[config.mk]
export PLATFORM = sky130hd
export DESIGN_NAME = instr_loader
export DESIGN_NICKNAME = d
export VERILOG_FILES = /design/src/rtl/instr_pkg.sv /design/src/rtl/instr_pack.sv /design/src/rtl/instr_loader.sv
export SDC_FILE = /design/constraint.sdc
export NUM_CORES = 1
export LEC_CHECK = 0
export BUFFER_PORTS_ARGS = -buffer_cell sky130_fd_sc_hd__buf_2
export CORE_ASPECT_RATIO = 1.25
export CORE_UTILIZATION = 53
export CTS_BUF_LIST = sky130_fd_sc_hd__clkbuf_4
export CTS_CLUSTER_SIZE = 20
export DETAILED_ROUTE_END_ITERATION = 12
export PLACE_DENSITY = 0.9
export SLEW_MARGIN = 20
export SYNTH_ARGS = -nofsm -noshare
export SYNTH_HDL_FRONTEND = slang
export SYNTH_HIERARCHICAL = 1
export SYNTH_SLANG_ARGS = --single-unit
export TNS_END_PERCENT = 100
[constraint.sdc]
create_clock -name clk -period 2.88 [get_ports clk]
set_input_delay 0.144 -clock clk [delete_from_list [all_inputs] [get_ports clk]]
set_output_delay 0.144 -clock clk [all_outputs]
set_load 0.02 [all_outputs]
[src/rtl/instr_pkg.sv]
// Shared definitions for the instruction loader: FSM states, Op classes,
// counter widths and a saturating increment helper.
package instr_pkg;

    typedef enum logic [1:0] {
        S_IDLE,
        S_ACCEPT,
        S_WRITE,
        S_DONE
    } state_t;

    localparam logic [1:0] OP_DP  = 2'b00;
    localparam logic [1:0] OP_MEM = 2'b01;
    localparam logic [1:0] OP_BR  = 2'b10;
    localparam logic [1:0] OP_ILL = 2'b11;

    // Remaining-word counter must hold 256 (len = 0 encodes a full 256-word load).
    localparam int unsigned CNT_W = 9;

    function automatic logic [7:0] sat_inc8(input logic [7:0] v);
        return (v == 8'hFF) ? v : v + 8'd1;
    endfunction

endpackage

[src/rtl/instr_pack.sv]
// Packs decoded instruction fields into a 32-bit word; branch class forces bit 25.
module instr_pack
    import instr_pkg::*;
(
    input  logic [3:0]  cond,
    input  logic [1:0]  op,
    input  logic [5:0]  funct,
    input  logic [3:0]  rn,
    input  logic [3:0]  rd,
    input  logic [11:0] src2,
    output logic [31:0] word
);

    logic [5:0] funct_eff;

    // Field concatenation with the branch-class bit override on Funct[5] (word bit 25).
    always_comb begin
        funct_eff = funct;
        if (op == OP_BR) begin
            funct_eff[5] = 1'b1;
        end
        word = {cond, op, funct_eff, rn, rd, src2};
    end

endmodule

[src/rtl/instr_loader.sv]
// Instruction loader: accepts decoded fields over a valid/ready handshake,
// packs them and writes them to instruction memory at consecutive addresses.
module instr_loader
    import instr_pkg::*;
(
    input  logic        clk,
    input  logic        reset,
    input  logic        start,
    input  logic [31:0] base_addr,
    input  logic [7:0]  len,
    input  logic        abort,
    input  logic        in_valid,
    output logic        in_ready,
    input  logic [3:0]  Cond,
    input  logic [1:0]  Op,
    input  logic [5:0]  Funct,
    input  logic [3:0]  Rn,
    input  logic [3:0]  Rd,
    input  logic [11:0] Src2,
    output logic        mem_we,
    output logic [31:0] mem_addr,
    output logic [31:0] mem_wd,
    input  logic        mem_ack,
    output logic        busy,
    output logic        done,
    output logic [7:0]  err_count
);

    state_t             state_q, state_d;
    logic [31:0]        addr_q, addr_d;
    logic [31:0]        wd_q, wd_d;
    logic [CNT_W-1:0]   rem_q, rem_d;
    logic [7:0]         err_q, err_d;
    logic               abort_pend_q, abort_pend_d;

    logic [31:0]        packed_word;
    logic               hs;
    logic               legal;

    instr_pack u_pack (
        .cond  (Cond),
        .op    (Op),
        .funct (Funct),
        .rn    (Rn),
        .rd    (Rd),
        .src2  (Src2),
        .word  (packed_word)
    );

    assign hs = in_valid && (state_q == S_ACCEPT);

    // Op class legality: only the illegal class is rejected.
    always_comb begin
        legal = 1'b0;
        case (Op)
            OP_DP, OP_MEM, OP_BR: legal = 1'b1;
            OP_ILL:               legal = 1'b0;
            default:              legal = 1'b0;
        endcase
    end

    // State and datapath registers, cleared asynchronously.
    always_ff @(posedge clk or negedge reset) begin
        if (!reset) begin
            state_q      <= S_IDLE;
            addr_q       <= '0;
            wd_q         <= '0;
            rem_q        <= '0;
            err_q        <= '0;
            abort_pend_q <= 1'b0;
        end else begin
            state_q      <= state_d;
            addr_q       <= addr_d;
            wd_q         <= wd_d;
            rem_q        <= rem_d;
            err_q        <= err_d;
            abort_pend_q <= abort_pend_d;
        end
    end

    // Next-state logic; an abort seen during WRITE takes effect at the ack.
    always_comb begin
        state_d = state_q;
        case (state_q)
            S_IDLE:   if (start) state_d = S_ACCEPT;
            S_ACCEPT: begin
                if (abort) begin
                    state_d = S_DONE;
                end else if (hs && legal) begin
                    state_d = S_WRITE;
                end
            end
            S_WRITE: begin
                if (mem_ack) begin
                    if (abort_pend_q || abort || (rem_q == CNT_W'(1))) begin
                        state_d = S_DONE;
                    end else begin
                        state_d = S_ACCEPT;
                    end
                end
            end
            S_DONE:   state_d = S_IDLE;
            default:  state_d = S_IDLE;
        endcase
    end

    // Session counters, write address/data capture and error counting.
    always_comb begin
        addr_d       = addr_q;
        wd_d         = wd_q;
        rem_d        = rem_q;
        err_d        = err_q;
        abort_pend_d = abort_pend_q;
        case (state_q)
            S_IDLE: begin
                if (start) begin
                    addr_d       = base_addr;
                    rem_d        = (len == 8'd0) ? CNT_W'(256) : {1'b0, len};
                    err_d        = '0;
                    abort_pend_d = 1'b0;
                end
            end
            S_ACCEPT: begin
                if (hs && !abort) begin
                    if (legal) begin
                        wd_d = packed_word;
                    end else begin
                        err_d = sat_inc8(err_q);
                    end
                end
            end
            S_WRITE: begin
                if (abort) begin
                    abort_pend_d = 1'b1;
                end
                if (mem_ack) begin
                    addr_d       = addr_q + 32'd4;
                    rem_d        = rem_q - CNT_W'(1);
                    abort_pend_d = 1'b0;
                end
            end
            S_DONE:  abort_pend_d = 1'b0;
            default: abort_pend_d = 1'b0;
        endcase
    end

    // Outputs decoded from the registered state; memory port driven from registers.
    always_comb begin
        in_ready  = (state_q == S_ACCEPT);
        mem_we    = (state_q == S_WRITE);
        busy      = (state_q == S_ACCEPT) || (state_q == S_WRITE);
        done      = (state_q == S_DONE);
        mem_addr  = addr_q;
        mem_wd    = wd_q;
        err_count = err_q;
    end

endmodule

==> flow_summary_export.csv <==
group,metric,value,unit
placed_design,dp_cells,725,
die,io_pins,154,
cells_and_area,antenna-diode-count,0,
global_route,grt_pass1_wl,20.4,mm
clock_tree,clock-sinks,84,
routing,detailed_route_wire_length,12.7,mm
routing,drcViolationCount,0,
setup_path,path_class,"reg -> out",
setup_path,rrSetupSlack,520,ps
clock_tree,cts.clk_slew.worst_paths,130,ps
routing,dr.pass1.iters,5,
synthesis,synth-edff-count,0,
cells_and_area,layout-drive-gt1-share,31.8,%
synthesis,post_synthesis_instance_area,4740,sq um
clock_tree,post_cts.repair.setup_buffers,0,
synthesis,avgSynthCellArea,9.44,sq um
setup_path,worst-path-max-fanout,52,
synthesis,async_flop_share,100,%
sta,worst_slew_pin_slew,814,ps
cells_and_area,util_after_layout,68.9,%
routing,route.detailed.wl_per_inst,16.0,microns
placed_design,finalWeightedCongestion,0.874,
synthesis,post-synth-top-area-fraction,44.4,%
synthesis,postSynthCellCount,502,
sta,finalHoldViolCount,0,
hold_path,hold_class,"in -> reg",
setup_path,cp.required,2740,ps
cells_and_area,mostFrequentLayoutCell,"buf_2",
routing,drt-initial-drc-count,351,
synthesis,synth_seq_area_share,44.4,%
die,initial_utilization,54.5,%
routing,detail-route-antenna-nets,0,
sta,rsz0062_at_grt,"no",
clock_tree,cts_tree,"done",
clock_tree,ctsLongestPathBuffers,2,
sta,layout_worst_path_cycle_share,83.0,%
pwr,power.density,1080,nW/um^2
setup_path,setup.worst_path.start,"state_q[0]",
global_route,antenna_found_initial,0,
sta,finalCriticalPeriod,2390,ps
pwr,vdd_ir_drop_max,0.651,mV
global_route,globalRouteTotalUtil,27.9,%
cells_and_area,fill_cells,668,
global_route,vias_in_the_first_global_route,4355,
synthesis,yosys_warnings,6,
setup_path,critPathCaptureType,"output pin",
synthesis,syn_nets,589,
setup_path,worst-r2r-cell-count,8,
routing,vias,4527,
sta,final-setup-viol-count,0,
setup_path,critical_path_arrival,2250,ps
die,total_die_area,9330,sq um
clock_tree,cts_htree_levels,3,
die,coreArea,8700,sq um
sta,timing.slew.headroom,45.2,%
placed_design,placement.io_buffers,153,
placed_design,detailedPlacementHpwl,8.35,mm
setup_path,critPathLaunchType,"flip-flop",
cells_and_area,areaGrowthSynthToFinish,26.4,%
routing,via_per_inst,5.70,
clock_tree,cts-root-buf,"clkbuf_4",
sta,maxClockFrequency,418,MHz
pwr,leakage_power,2.73,nW
flow_run,maxCapViolCount,0,
sta,tns,0,ps
sta,timing.clock.skew,20.7,ps
cells_and_area,final_cell_mix,"152 x buf_2, 84 x dfrtp_1, 53 x dlygate4sd3_1",
synthesis,synth-seq-cells,84,
global_route,pin_count_of_the_biggest_net_entering_global_routing,85,
synthesis,dominantRegCellSynth,"dfrtp_1",
clock_tree,cts.repair.resized,0,
cells_and_area,finalNetCount,756,
clock_tree,cts_hold_buf,50,
die,std_cell_rows,38,
synthesis,post_synth_main_area_contributors,"dfrtp_1 44%, mux2_2 7.6%, a21oi_1 5.1%, buf_4 5.1%, nand2_1 3.6%",
clock_tree,clock_latency,460,ps
cells_and_area,layout.cells.non_filler,794,
status,run_status,"finished, final reports clean",
synthesis,synth.distinct_cells,53,
synthesis,netlist.top_cell.by_area,"dfrtp_1",
clock_tree,cts_inserted_buffers,9,
setup_path,critical_path.endpoint,"mem_we",
setup_path,timing.rr.end,"rem_q[8]",
global_route,grt_remaining_overflow,0,
die,die-width,86.6,microns
setup_path,regToRegStartpoint,"state_q[0]",
sta,slew_viol_final,0,
die,floorplan.die.height,108,microns
## sequential cells by signal (all words and copies together), names as in the netlist
| signal | flops |
|---|---|
| mem_addr | 32 |
| abort_pend_q | 1 |
| err_count | 8 |
| state_q | 2 |
| mem_wd | 32 |
| rem_q | 9 |
## cell families (layout without fill, tap and decap cells)
family	count (synthesis)	in the layout	synth area share, %
mux	39	39	9.08
buf+inv	66	238	8.26
fa+ha+maj	9	9	2.38
compound gates	136	136	17.1
simple gates	168	168	18.8
flops	84	84	44.4
## where the power goes
| group | internal, mW | switching (mW) | total (mW) |
|---|---|---|---|
| sequential | 1.74 | 0.583 | 2.33 |
| clock | 0.179 | 0.412 | 0.590 |
| combinational | 1.35 | 2.19 | 3.54 |
## worst min-delay path by stage
stage	start	endpoint	slack, ps	depth (start not counted)
after floorplan	reset	abort_pend_q	-150	0
after global placement	reset	mem_wd[31]	380	1
after detailed placement	Funct[4]	mem_wd[24]	380	2
after CTS	base_addr[5]	mem_addr[5]	0.1	3
after global routing	len[3]	rem_q[3]	8	3
final	base_addr[4]	mem_addr[4]	10	3
## critical path, stage by stage, from the launching register on
cell and delay [ps]:
dfrtp_1 440, inv_1 150, ha_2 450, buf_4 490, buf_2 260
## metrics by stage
| stage | cell area (sq um) | setup slack, ps | total power [mW] | hold slack (ps) |
|---|---|---|---|---|
| floorplan | 4740 | 613 | 4.75 | -152 |
| global placement | 5350 | 653 | 5.60 | 378 |
| detailed placement | 5350 | 576 | 5.80 | 379 |
| CTS | 5960 | 502 | 6.42 | 0.146 |
| global route | 5990 | 355 | 6.94 | 8.10 |
| finish | 5990 | 489 | 6.46 | 14.9 |
## cell usage after synthesis (all sizes together) (3+ instances only)
cell type,count
a211oi,4
a21o,4
a21oi,48
a2bb2oi,3
a311oi,3
a31oi,9
and3,8
and4,3
buf,43
clkbuf,12
dfrtp,84
ha,9
inv,10
mux2,32
mux2i,7
nand2,45
nand2b,4
nand3,33
nand4,13
nor2,22
nor3,12
nor4,5
o211ai,3
o21ai,32
o22ai,18
or2,3
or3,9
or4,3
## per-layer routing
metal  track usage, %  vias to the layer above  part of all wire (%)
met5                0                        -                     0
li1                 -                     2164                     -
met1             34.6                     2138                    41
met3             6.29                       26                   7.3
met2             47.5                      199                    50
met4             9.52                        0                   1.7
## area by class of cell
| class | count | area [sq um] | area share, % |
|---|---|---|---|
| clock inverter | 6 | 31.3 | 0.522 |
| tap | 120 | 150 | 2.51 |
| sequential | 84 | 2100 | 35.1 |
| timing repair buffer | 212 | 1350 | 22.5 |
| multi-input combinational | 352 | 2250 | 37.5 |
| clock buffer | 10 | 75.1 | 1.25 |
| inverter | 10 | 37.5 | 0.626 |
Power figures use the tool's default switching activity.
